==> config.mk <==
export PLATFORM = sky130hd
export DESIGN_NAME = xoodyak_out_stream
export DESIGN_NICKNAME = d
export VERILOG_FILES = /design/src/rtl/xoodyak_pkg.sv /design/src/rtl/xoodyak_tag_cmp.sv /design/src/rtl/xoodyak_out_stream.sv
export SDC_FILE = /design/constraint.sdc
export NUM_CORES = 1
export LEC_CHECK = 0
export ABC_CLOCK_PERIOD_IN_PS = 4400
export CAP_MARGIN = 40
export CORE_MARGIN = 1
export CORE_UTILIZATION = 52
export CTS_CLUSTER_SIZE = 14
export DETAILED_ROUTE_END_ITERATION = 8
export GPL_TIMING_DRIVEN = 0
export MAX_ROUTING_LAYER = met4
export PLACE_DENSITY_LB_ADDON = 0.25
export RECOVER_POWER = 50
export SLEW_MARGIN = 5
export SYNTH_ARGS = -nofsm -noshare
export SYNTH_HDL_FRONTEND = slang
export SYNTH_HIERARCHICAL = 1
export SYNTH_SLANG_ARGS = --single-unit
export TNS_END_PERCENT = 1
==> constraint.sdc <==
create_clock -name eph1 -period 4.4 [get_ports eph1]
set_clock_uncertainty 0.2 [all_clocks]
set_input_delay 0.44 -clock eph1 [delete_from_list [all_inputs] [get_ports eph1]]
set_output_delay 0.44 -clock eph1 [all_outputs]
set_load 0.05 [all_outputs]
==> src/rtl/xoodyak_pkg.sv <==
// Shared constants for the xoodyak output path: default widths, word counts,
// FSM state encodings and an index-width helper.
package xoodyak_pkg;

    localparam int XOO_WORD_W = 32;
    localparam int XOO_TEXT_W = 192;
    localparam int XOO_TAG_W  = 128;

    localparam int TEXT_WORDS = XOO_TEXT_W / XOO_WORD_W;
    localparam int TAG_WORDS  = XOO_TAG_W / XOO_WORD_W;

    // Never returns 0, so a single-entry array still gets a 1-bit index.
    function automatic int idx_w(input int n);
        return (n > 1) ? $clog2(n) : 1;
    endfunction

    localparam int CNT_W = idx_w((TEXT_WORDS > TAG_WORDS) ? TEXT_WORDS : TAG_WORDS);

    typedef logic [1:0] state_t;

    localparam state_t ST_IDLE      = 2'd0;
    localparam state_t ST_CHECK     = 2'd1;
    localparam state_t ST_SEND_TEXT = 2'd2;
    localparam state_t ST_SEND_TAG  = 2'd3;

endpackage

==> src/rtl/xoodyak_tag_cmp.sv <==
// Constant-time tag equality: the whole XOR vector is OR-reduced every cycle,
// with the result registered (1-cycle latency).
module xoodyak_tag_cmp
    import xoodyak_pkg::*;
#(
    parameter int W = XOO_TAG_W
) (
    input  logic         eph1,
    input  logic         reset,
    input  logic [W-1:0] i_a,
    input  logic [W-1:0] i_b,
    output logic         o_eq
);

    logic r_eq;

    always_ff @(posedge eph1) begin
        if (!reset) begin
            r_eq <= 1'b0;
        end else begin
            r_eq <= ~|(i_a ^ i_b);
        end
    end

    assign o_eq = r_eq;

endmodule

==> src/rtl/xoodyak_out_stream.sv <==
// Captures the core's wide text/tag result on sqzdone and streams it LSW-first
// as WORD_W words; decrypt results are released only after a tag match.
module xoodyak_out_stream
    import xoodyak_pkg::*;
#(
    parameter int WORD_W = XOO_WORD_W,
    parameter int TEXT_W = XOO_TEXT_W,
    parameter int TAG_W  = XOO_TAG_W
) (
    input  logic              eph1,
    input  logic              reset,
    input  logic              sqzdone,
    input  logic              opmode,
    input  logic [TEXT_W-1:0] textout,
    input  logic [TAG_W-1:0]  authdata,
    input  logic [TAG_W-1:0]  exp_tag,
    output logic [WORD_W-1:0] o_data,
    output logic              o_valid,
    input  logic              o_ready,
    output logic              o_last,
    output logic              busy,
    output logic              auth_ok,
    output logic              auth_fail,
    output logic              overrun
);

    localparam int N_TEXT = TEXT_W / WORD_W;
    localparam int N_TAG  = TAG_W / WORD_W;
    localparam int W_CNT  = idx_w((N_TEXT > N_TAG) ? N_TEXT : N_TAG);
    localparam int W_TXI  = idx_w(N_TEXT);
    localparam int W_TGI  = idx_w(N_TAG);

    localparam logic [W_CNT-1:0] TEXT_LAST = W_CNT'(N_TEXT - 1);
    localparam logic [W_CNT-1:0] TAG_LAST  = W_CNT'(N_TAG - 1);

    state_t             r_state;
    logic [W_CNT-1:0]   r_cnt;
    logic [TEXT_W-1:0]  r_text;
    logic [TAG_W-1:0]   r_tag;
    logic [TAG_W-1:0]   r_exp;
    logic               r_mode;
    logic               r_overrun;

    logic [WORD_W-1:0]  w_text_words [N_TEXT];
    logic [WORD_W-1:0]  w_tag_words  [N_TAG];
    logic [WORD_W-1:0]  w_sel_word;
    logic               w_sending;
    logic               w_final_pos;
    logic               w_hs;
    logic               w_final_hs;
    logic               w_capture;
    logic               w_eq;
    logic [TAG_W-1:0]   w_cmp_a;
    logic [TAG_W-1:0]   w_cmp_b;

    genvar gi;
    generate
        for (gi = 0; gi < N_TEXT; gi++) begin : g_text_words
            assign w_text_words[gi] = r_text[gi*WORD_W +: WORD_W];
        end
        for (gi = 0; gi < N_TAG; gi++) begin : g_tag_words
            assign w_tag_words[gi] = r_tag[gi*WORD_W +: WORD_W];
        end
    endgenerate

    // Data is forced to zero whenever nothing is being offered.
    always_comb begin
        w_sel_word = '0;
        case (r_state)
            ST_SEND_TEXT: w_sel_word = w_text_words[r_cnt[W_TXI-1:0]];
            ST_SEND_TAG:  w_sel_word = w_tag_words[r_cnt[W_TGI-1:0]];
            default:      w_sel_word = '0;
        endcase
    end

    assign w_sending   = (r_state == ST_SEND_TEXT) || (r_state == ST_SEND_TAG);
    assign w_final_pos = ((r_state == ST_SEND_TEXT) && (r_cnt == TEXT_LAST) && r_mode)
                      || ((r_state == ST_SEND_TAG) && (r_cnt == TAG_LAST));
    assign w_hs        = w_sending && o_ready;
    assign w_final_hs  = w_hs && w_final_pos;
    assign w_capture   = sqzdone && ((r_state == ST_IDLE) || w_final_hs);

    // Compare the incoming tags on the capture edge so the verdict is ready during CHECK.
    assign w_cmp_a = w_capture ? authdata : r_tag;
    assign w_cmp_b = w_capture ? exp_tag  : r_exp;

    xoodyak_tag_cmp #(
        .W (TAG_W)
    ) u_tag_cmp (
        .eph1  (eph1),
        .reset (reset),
        .i_a   (w_cmp_a),
        .i_b   (w_cmp_b),
        .o_eq  (w_eq)
    );

    always_ff @(posedge eph1) begin
        if (!reset) begin
            r_state   <= ST_IDLE;
            r_cnt     <= '0;
            r_text    <= '0;
            r_tag     <= '0;
            r_exp     <= '0;
            r_mode    <= 1'b0;
            r_overrun <= 1'b0;
        end else begin
            if (w_capture) begin
                r_text  <= textout;
                r_tag   <= authdata;
                r_exp   <= exp_tag;
                r_mode  <= opmode;
                r_cnt   <= '0;
                r_state <= opmode ? ST_CHECK : ST_SEND_TEXT;
            end else begin
                case (r_state)
                    ST_CHECK: begin
                        if (w_eq) begin
                            r_state <= ST_SEND_TEXT;
                        end else begin
                            r_text  <= '0;
                            r_tag   <= '0;
                            r_exp   <= '0;
                            r_mode  <= 1'b0;
                            r_state <= ST_IDLE;
                        end
                    end
                    ST_SEND_TEXT: begin
                        if (w_hs) begin
                            if (r_cnt != TEXT_LAST) begin
                                r_cnt <= r_cnt + W_CNT'(1);
                            end else if (r_mode) begin
                                r_text  <= '0;
                                r_tag   <= '0;
                                r_exp   <= '0;
                                r_mode  <= 1'b0;
                                r_cnt   <= '0;
                                r_state <= ST_IDLE;
                            end else begin
                                r_cnt   <= '0;
                                r_state <= ST_SEND_TAG;
                            end
                        end
                    end
                    ST_SEND_TAG: begin
                        if (w_hs) begin
                            if (r_cnt != TAG_LAST) begin
                                r_cnt <= r_cnt + W_CNT'(1);
                            end else begin
                                r_text  <= '0;
                                r_tag   <= '0;
                                r_exp   <= '0;
                                r_mode  <= 1'b0;
                                r_cnt   <= '0;
                                r_state <= ST_IDLE;
                            end
                        end
                    end
                    default: r_state <= ST_IDLE;
                endcase
            end
            if (sqzdone && !w_capture) begin
                r_overrun <= 1'b1;
            end
        end
    end

    assign o_data    = w_sel_word;
    assign o_valid   = w_sending;
    assign o_last    = w_final_pos;
    assign busy      = (r_state != ST_IDLE);
    assign auth_ok   = (r_state == ST_CHECK) && w_eq;
    assign auth_fail = (r_state == ST_CHECK) && !w_eq;
    assign overrun   = r_overrun;

endmodule

# Word level (Yosys, flattened, before mapping)

Index checks and enable logic that the tools add are counted.

Add/subtract/negate cells: 1
$lt $le $gt $ge: 2
Equality and inequality tests: 15
Mux-type cells: 47
Bitwise logic cells: 4
Reduce and logical (&&, ||, !) cells: 25

Operators by type and width:

| operator                                                 | number |
|---|---|
| 2-to-1 mux 192 bit                                       | 7 |
| 2-to-1 mux 128 bit                                       | 10 |
| one-hot mux 192 bit (3 select lines)                     | 1 |
| one-hot mux 128 bit (3 select lines)                     | 1 |
| 2-to-1 mux 32 bit                                        | 4 |
| OR reduction 128 bit                                     | 1 |
| XOR 128 bit                                              | 1 |
| binary-select mux 32 bit (select 3 bit)                  | 1 |
| binary-select mux 32 bit (select 2 bit)                  | 1 |
| one-hot mux 32 bit (2 select lines)                      | 1 |
| != test 3 bit, second input constant                     | 7 |
| 2-to-1 mux 2 bit                                         | 8 |
| 2-to-1 mux 3 bit                                         | 4 |
| logical AND 1 bit                                        | 9 |
| AND reduction 7 bit                                      | 1 |
| 2-to-1 mux 1 bit                                         | 6 |
| one-hot mux 2 bit (3 select lines)                       | 1 |
| one-hot mux 3 bit (2 select lines)                       | 1 |
| AND reduction 6 bit                                      | 1 |
| == test 2 bit, second input constant                     | 2 |
| greater-or-equal comparator 4 bit, second input constant | 1 |
| != test 2 bit, second input constant                     | 2 |
| inverter 3 -> 4 bit                                      | 1 |
| AND reduction 4 bit                                      | 1 |
| 16 further kinds                                         | 21 |

Flip-flop bits (word level): 456
Input bits: 453

# Logic depth before layout (Yosys ltp)

Word-level depth: 11
Mapped depth: 13
Depth with buffers taken out: 10

# Hierarchy

The synthesis kept the hierarchy.

By module, submodules not included:

| module             | times used | cells an instance | area each (µm²) |
|---|---|---|---|
| xoodyak_out_stream | 1          | 2563              | 22145.0 |
| xoodyak_tag_cmp    | 1          | 218               | 1635.3 |

# Least setup slack after synthesis

No wires, ideal clock.

Path type: register -> register
Start point: reg r_cnt[2]
End point: reg u_tag_cmp.r_eq (netlist: u_tag_cmp/o_eq)
Library setup time: 0.088 ns
Arrival time: 3.211 ns
Data required time: 4.112 ns
Path slack: 0.901 ns
Stages on the path, launching flop included: 14
Buffers on the path: 3
Period minus slack after synthesis: 3.499 ns
Path through: dfxtp_1 inv_1 buf_1 ha_1 a21o_1 o221ai_4 clkbuf_1 buf_2 mux2_2 nor2b_1 a2111o_1 nor4_2 nand4_1 nor4_2

Cells in the longest elaborated chain, start to end: 11
Elaborated cells on any way between the ends: 14

Ends and longest elaborated chain:

| what                            | RTL line                  | source |
|---|---|---|
| from (decl)                     | xoodyak_out_stream.sv:37  | `logic [W_CNT-1:0] r_cnt;` |
| from (signal assigned)          | xoodyak_out_stream.sv:130 | `r_cnt <= r_cnt + W_CNT'(1);` |
| from (signal assigned)          | xoodyak_out_stream.sv:147 | `r_cnt <= r_cnt + W_CNT'(1);` |
| == test 3 bit                   | xoodyak_out_stream.sv:77  | `assign w_final_pos = ((r_state == ST_SEND_TEXT) && (r_cnt == TEXT_LAST) && r_mode)` |
| logical AND 1 bit (2 in series) | xoodyak_out_stream.sv:77  |  |
| logical OR 1 bit *              | xoodyak_out_stream.sv:78  | `\|\| ((r_state == ST_SEND_TAG) && (r_cnt == TAG_LAST));` |
| logical AND 1 bit *             | xoodyak_out_stream.sv:80  | `assign w_final_hs = w_hs && w_final_pos;` |
| logical OR 1 bit *              | xoodyak_out_stream.sv:81  | `assign w_capture = sqzdone && ((r_state == ST_IDLE) \|\| w_final_hs);` |
| logical AND 1 bit *             | xoodyak_out_stream.sv:81  |  |
| 2-to-1 mux 128 bit *            | xoodyak_out_stream.sv:85  | `assign w_cmp_b = w_capture ? exp_tag : r_exp;` |
| via w_cmp_b[51]                 | xoodyak_out_stream.sv:54  | `logic [TAG_W-1:0] w_cmp_b;` |
| XOR 128 bit *                   | xoodyak_tag_cmp.sv:21     | `r_eq <= ~\|(i_a ^ i_b);` |
| OR reduction 128 bit *          | xoodyak_tag_cmp.sv:21     |  |
| logical NOT 1 bit *             | xoodyak_tag_cmp.sv:21     |  |
| to (signal assigned)            | xoodyak_tag_cmp.sv:21     |  |
| to (decl)                       | xoodyak_tag_cmp.sv:15     | `logic r_eq;` |

Mark *: on every way through the listed nets, which the timed path passes. The rest lies on a longest branch.
A chain may end at the register's enable or synchronous reset.

# Final worst setup path

Ends and elaborated chain as after synthesis.

==> reports/metrics.cfg <==
[detailed_routing]
wl_mm=108
wl_per_cell_um=27.1
detail_route.vias_per_cell=6.32
via_count=25100
ant_nets=0
drc=0
drtIter0Drc=3296
drtPass1Iterations=7

[yosys]
syn-num-nets=3242
ys_ff_latch=456
avgSynthCellArea_um2=8.55
synth_edf_count=0
syn_inst=2781
yosysWarnings=6
async_flop_share_pct=0
syn-cell-area_um2=23800
synth_ff_type=dfxtp_1
synthDistinctLibCells=44
yosysSeqAreaShare_pct=38.4

[placed_design]
port_buffers=490
routabilityCongestion=1.10
placedCellCount=3865
dp_hpwl_mm=85.6
dp_slack_ns=-0.922
placed_area_um2=29500

[timing]
tightest_slew_ns=1.89
slew_headroom_pct=-27.4
fmax_mhz=227
period_minus_slack_ns=4.40
timing.final.crit_share_pct=100
finalHoldViolCount=0
fin_ws_ns=-0.00440
final_max_slew_viol_count=8
tns_ns=-0.00440
setup_violations=1

[clocking]
cts_root_buf=clkbuf_16
clk_pin_slew_ns=0.06
cts-buffers-inserted=48
cts_sinks=456
cts_tree=built
insertion_delay_ns=0.61
cts_htree_levels=2
ctsHoldBuffers=0
clockBufferDepth=3

[setup_path]
critPathSlowestCell=dfxtp_2
worst-setup-path-type=register to register
path_max_fanout=10
slowest_delay_ns=0.46
start_kind=register
worstPathRequired_ns=4.71
crit_chain=clkinvlp_4, ha_1, a21o_1, o221ai_4, buf_12, clkbuf_4, buf_2, mux2_2, xnor2_1, nand4_1, nor4_4, nand4_1, nor4_4
arrival_ns=4.72
crit_path_end_kind=register

[power]
p_leak_nw=11.5
vdd_ir_drop_max_v=0.000357
powerDensity_nw_per_um2=604

[global_routing]
grt.total_usage_pct=46.0
grt.overflow.total=0
grt_start_max_net_pins=14
grt_pass1_vias=23700
grt_pass1_wl_mm=153
antenna_found_initial=10

[floorplan]
initial_core_util_pct=53.2
io_pins=491
die_y_um=216
die_area_um2=46600
rows=77
core_um2=44700
die_w_um=216

[cells_and_area]
final_common_cell=nand2_1
stdcell_count=3968
layout_common_cells=936 x nand2_1, 485 x clkdlybuf4s50_1, 456 x o22ai_1, 455 x dfxtp_1, 257 x mux2_2
layout.nets=3789
drive_gt1_share_pct=16.1
finalInstanceArea_um2=31200
syn2layout_area_growth_pct=31.2
post-route-util_pct=69.8

[hold_path]
hold_class=input pin to register

[status]
failed_checks=max-capacitance violations, max-slew violations, negative setup slack
status=complete, but fails checks

[job]
drv_cap=1

flip-flops by register name, summed over array words and instances, names as in the netlist:
name            cells
r_text            192
r_exp             128
r_tag             128
r_cnt               3
r_state             2
overrun             1
r_mode              1
u_tag_cmp/o_eq      1
per-layer routing:
metal  GRT usage (%)  up-vias  share of wire (%)  wire length [um]
met4            21.4        0                5.2              5560
li1                -    11000                  -                 -
met5               -        -                  0                 0
met3            9.98      273                 13             13600
met2            67.7     1839                 43             46500
met1            59.9    12000                 39             41900
timing repair:
item                       CTS  global route
gates resized for setup     25             5
setup endpoints to repair   19             2
pin swaps                    6             1
setup buffers                1             4
through the flow:
| stage | power [mW] | hold slack (ns) |
|---|---|---|
| floorplan | 10.9 | 0.243 |
| global placement | 13.9 | 0.248 |
| detailed placement | 14.1 | 0.257 |
| CTS | 18.5 | 0.180 |
| global route | 19.3 | 0.212 |
| finish | 18.8 | 0.189 |
worst max-delay path, delay by kind of cell (launching register included):
family	cells	cell delay, ns
flip-flops	1	0.46
AND/OR/NAND/NOR	4	1.33
adder cells (fa/ha/maj)	1	0.27
AO/OA/AOI/OAI	2	0.44
buffers and inverters	4	0.93
XOR/XNOR	1	0.26
multiplexers	1	0.41
cell families (layout without fill, tap and decap cells):
group | after synthesis | count (layout) | share of synthesized area, %
other cells | 0 | 10 | 0
compound gates | 558 | 558 | 15.3
fa+ha+maj | 8 | 8 | 0.421
simple gates | 1028 | 1028 | 17.3
flops | 456 | 456 | 38.4
mux | 353 | 353 | 19.6
buf+inv | 289 | 874 | 5.76
xor+xnor | 89 | 89 | 3.28
final timing paths:
check / cells past startpoint / to / slack [ns] / from
max: 13 / u_tag_cmp/o_eq$_SDFF_PN0_ / -0.004 / r_cnt[2]$_SDFFE_PP0P_
min: 3 / r_text[105]$_SDFFE_PN0P_ / 0.19 / textout[105]
max reg2reg: 13 / u_tag_cmp/o_eq$_SDFF_PN0_ / -0.004 / r_cnt[2]$_SDFFE_PP0P_
min reg2reg: 2 / r_exp[43]$_SDFFE_PN0P_ / 0.27 / r_exp[43]$_SDFFE_PN0P_
cell type report:
class / count / area, um2
Timing Repair Buffer: 498 / 4990
Fill cell: 3461 / 13500
Clock buffer: 73 / 1420
Sequential cell: 456 / 9130
Clock inverter: 15 / 240
Multi-Input combinational cell: 2036 / 13300
Antenna cell: 10 / 25.0
Tap cell: 592 / 741
Buffer: 258 / 1200
Inverter: 30 / 116
report_power, final:
part           internal, mW  total (mW)  switching (mW)
sequential             5.03        5.76           0.729
combinational          3.38        8.72            5.34
clock                  2.52        4.35            1.83
synthesized netlist by cell type (21+ instances only):
cell type    n  area share, %
mux2i_1     32            1.3
a22o_1      33            1.2
inv_1       29           0.46
dfxtp_1    456             38
nand2_1    936             15
o21ai_0     36           0.76
buf_4       42            1.3
nand4_1     21           0.55
mux4_2      64            6.1
buf_2       83            1.7
nor2b_1     30           0.79
clkbuf_1   127            2.0
xnor2_1     73            2.7
mux2_2     257             12
o22ai_1    456             12
Power figures use the tool's default switching activity.
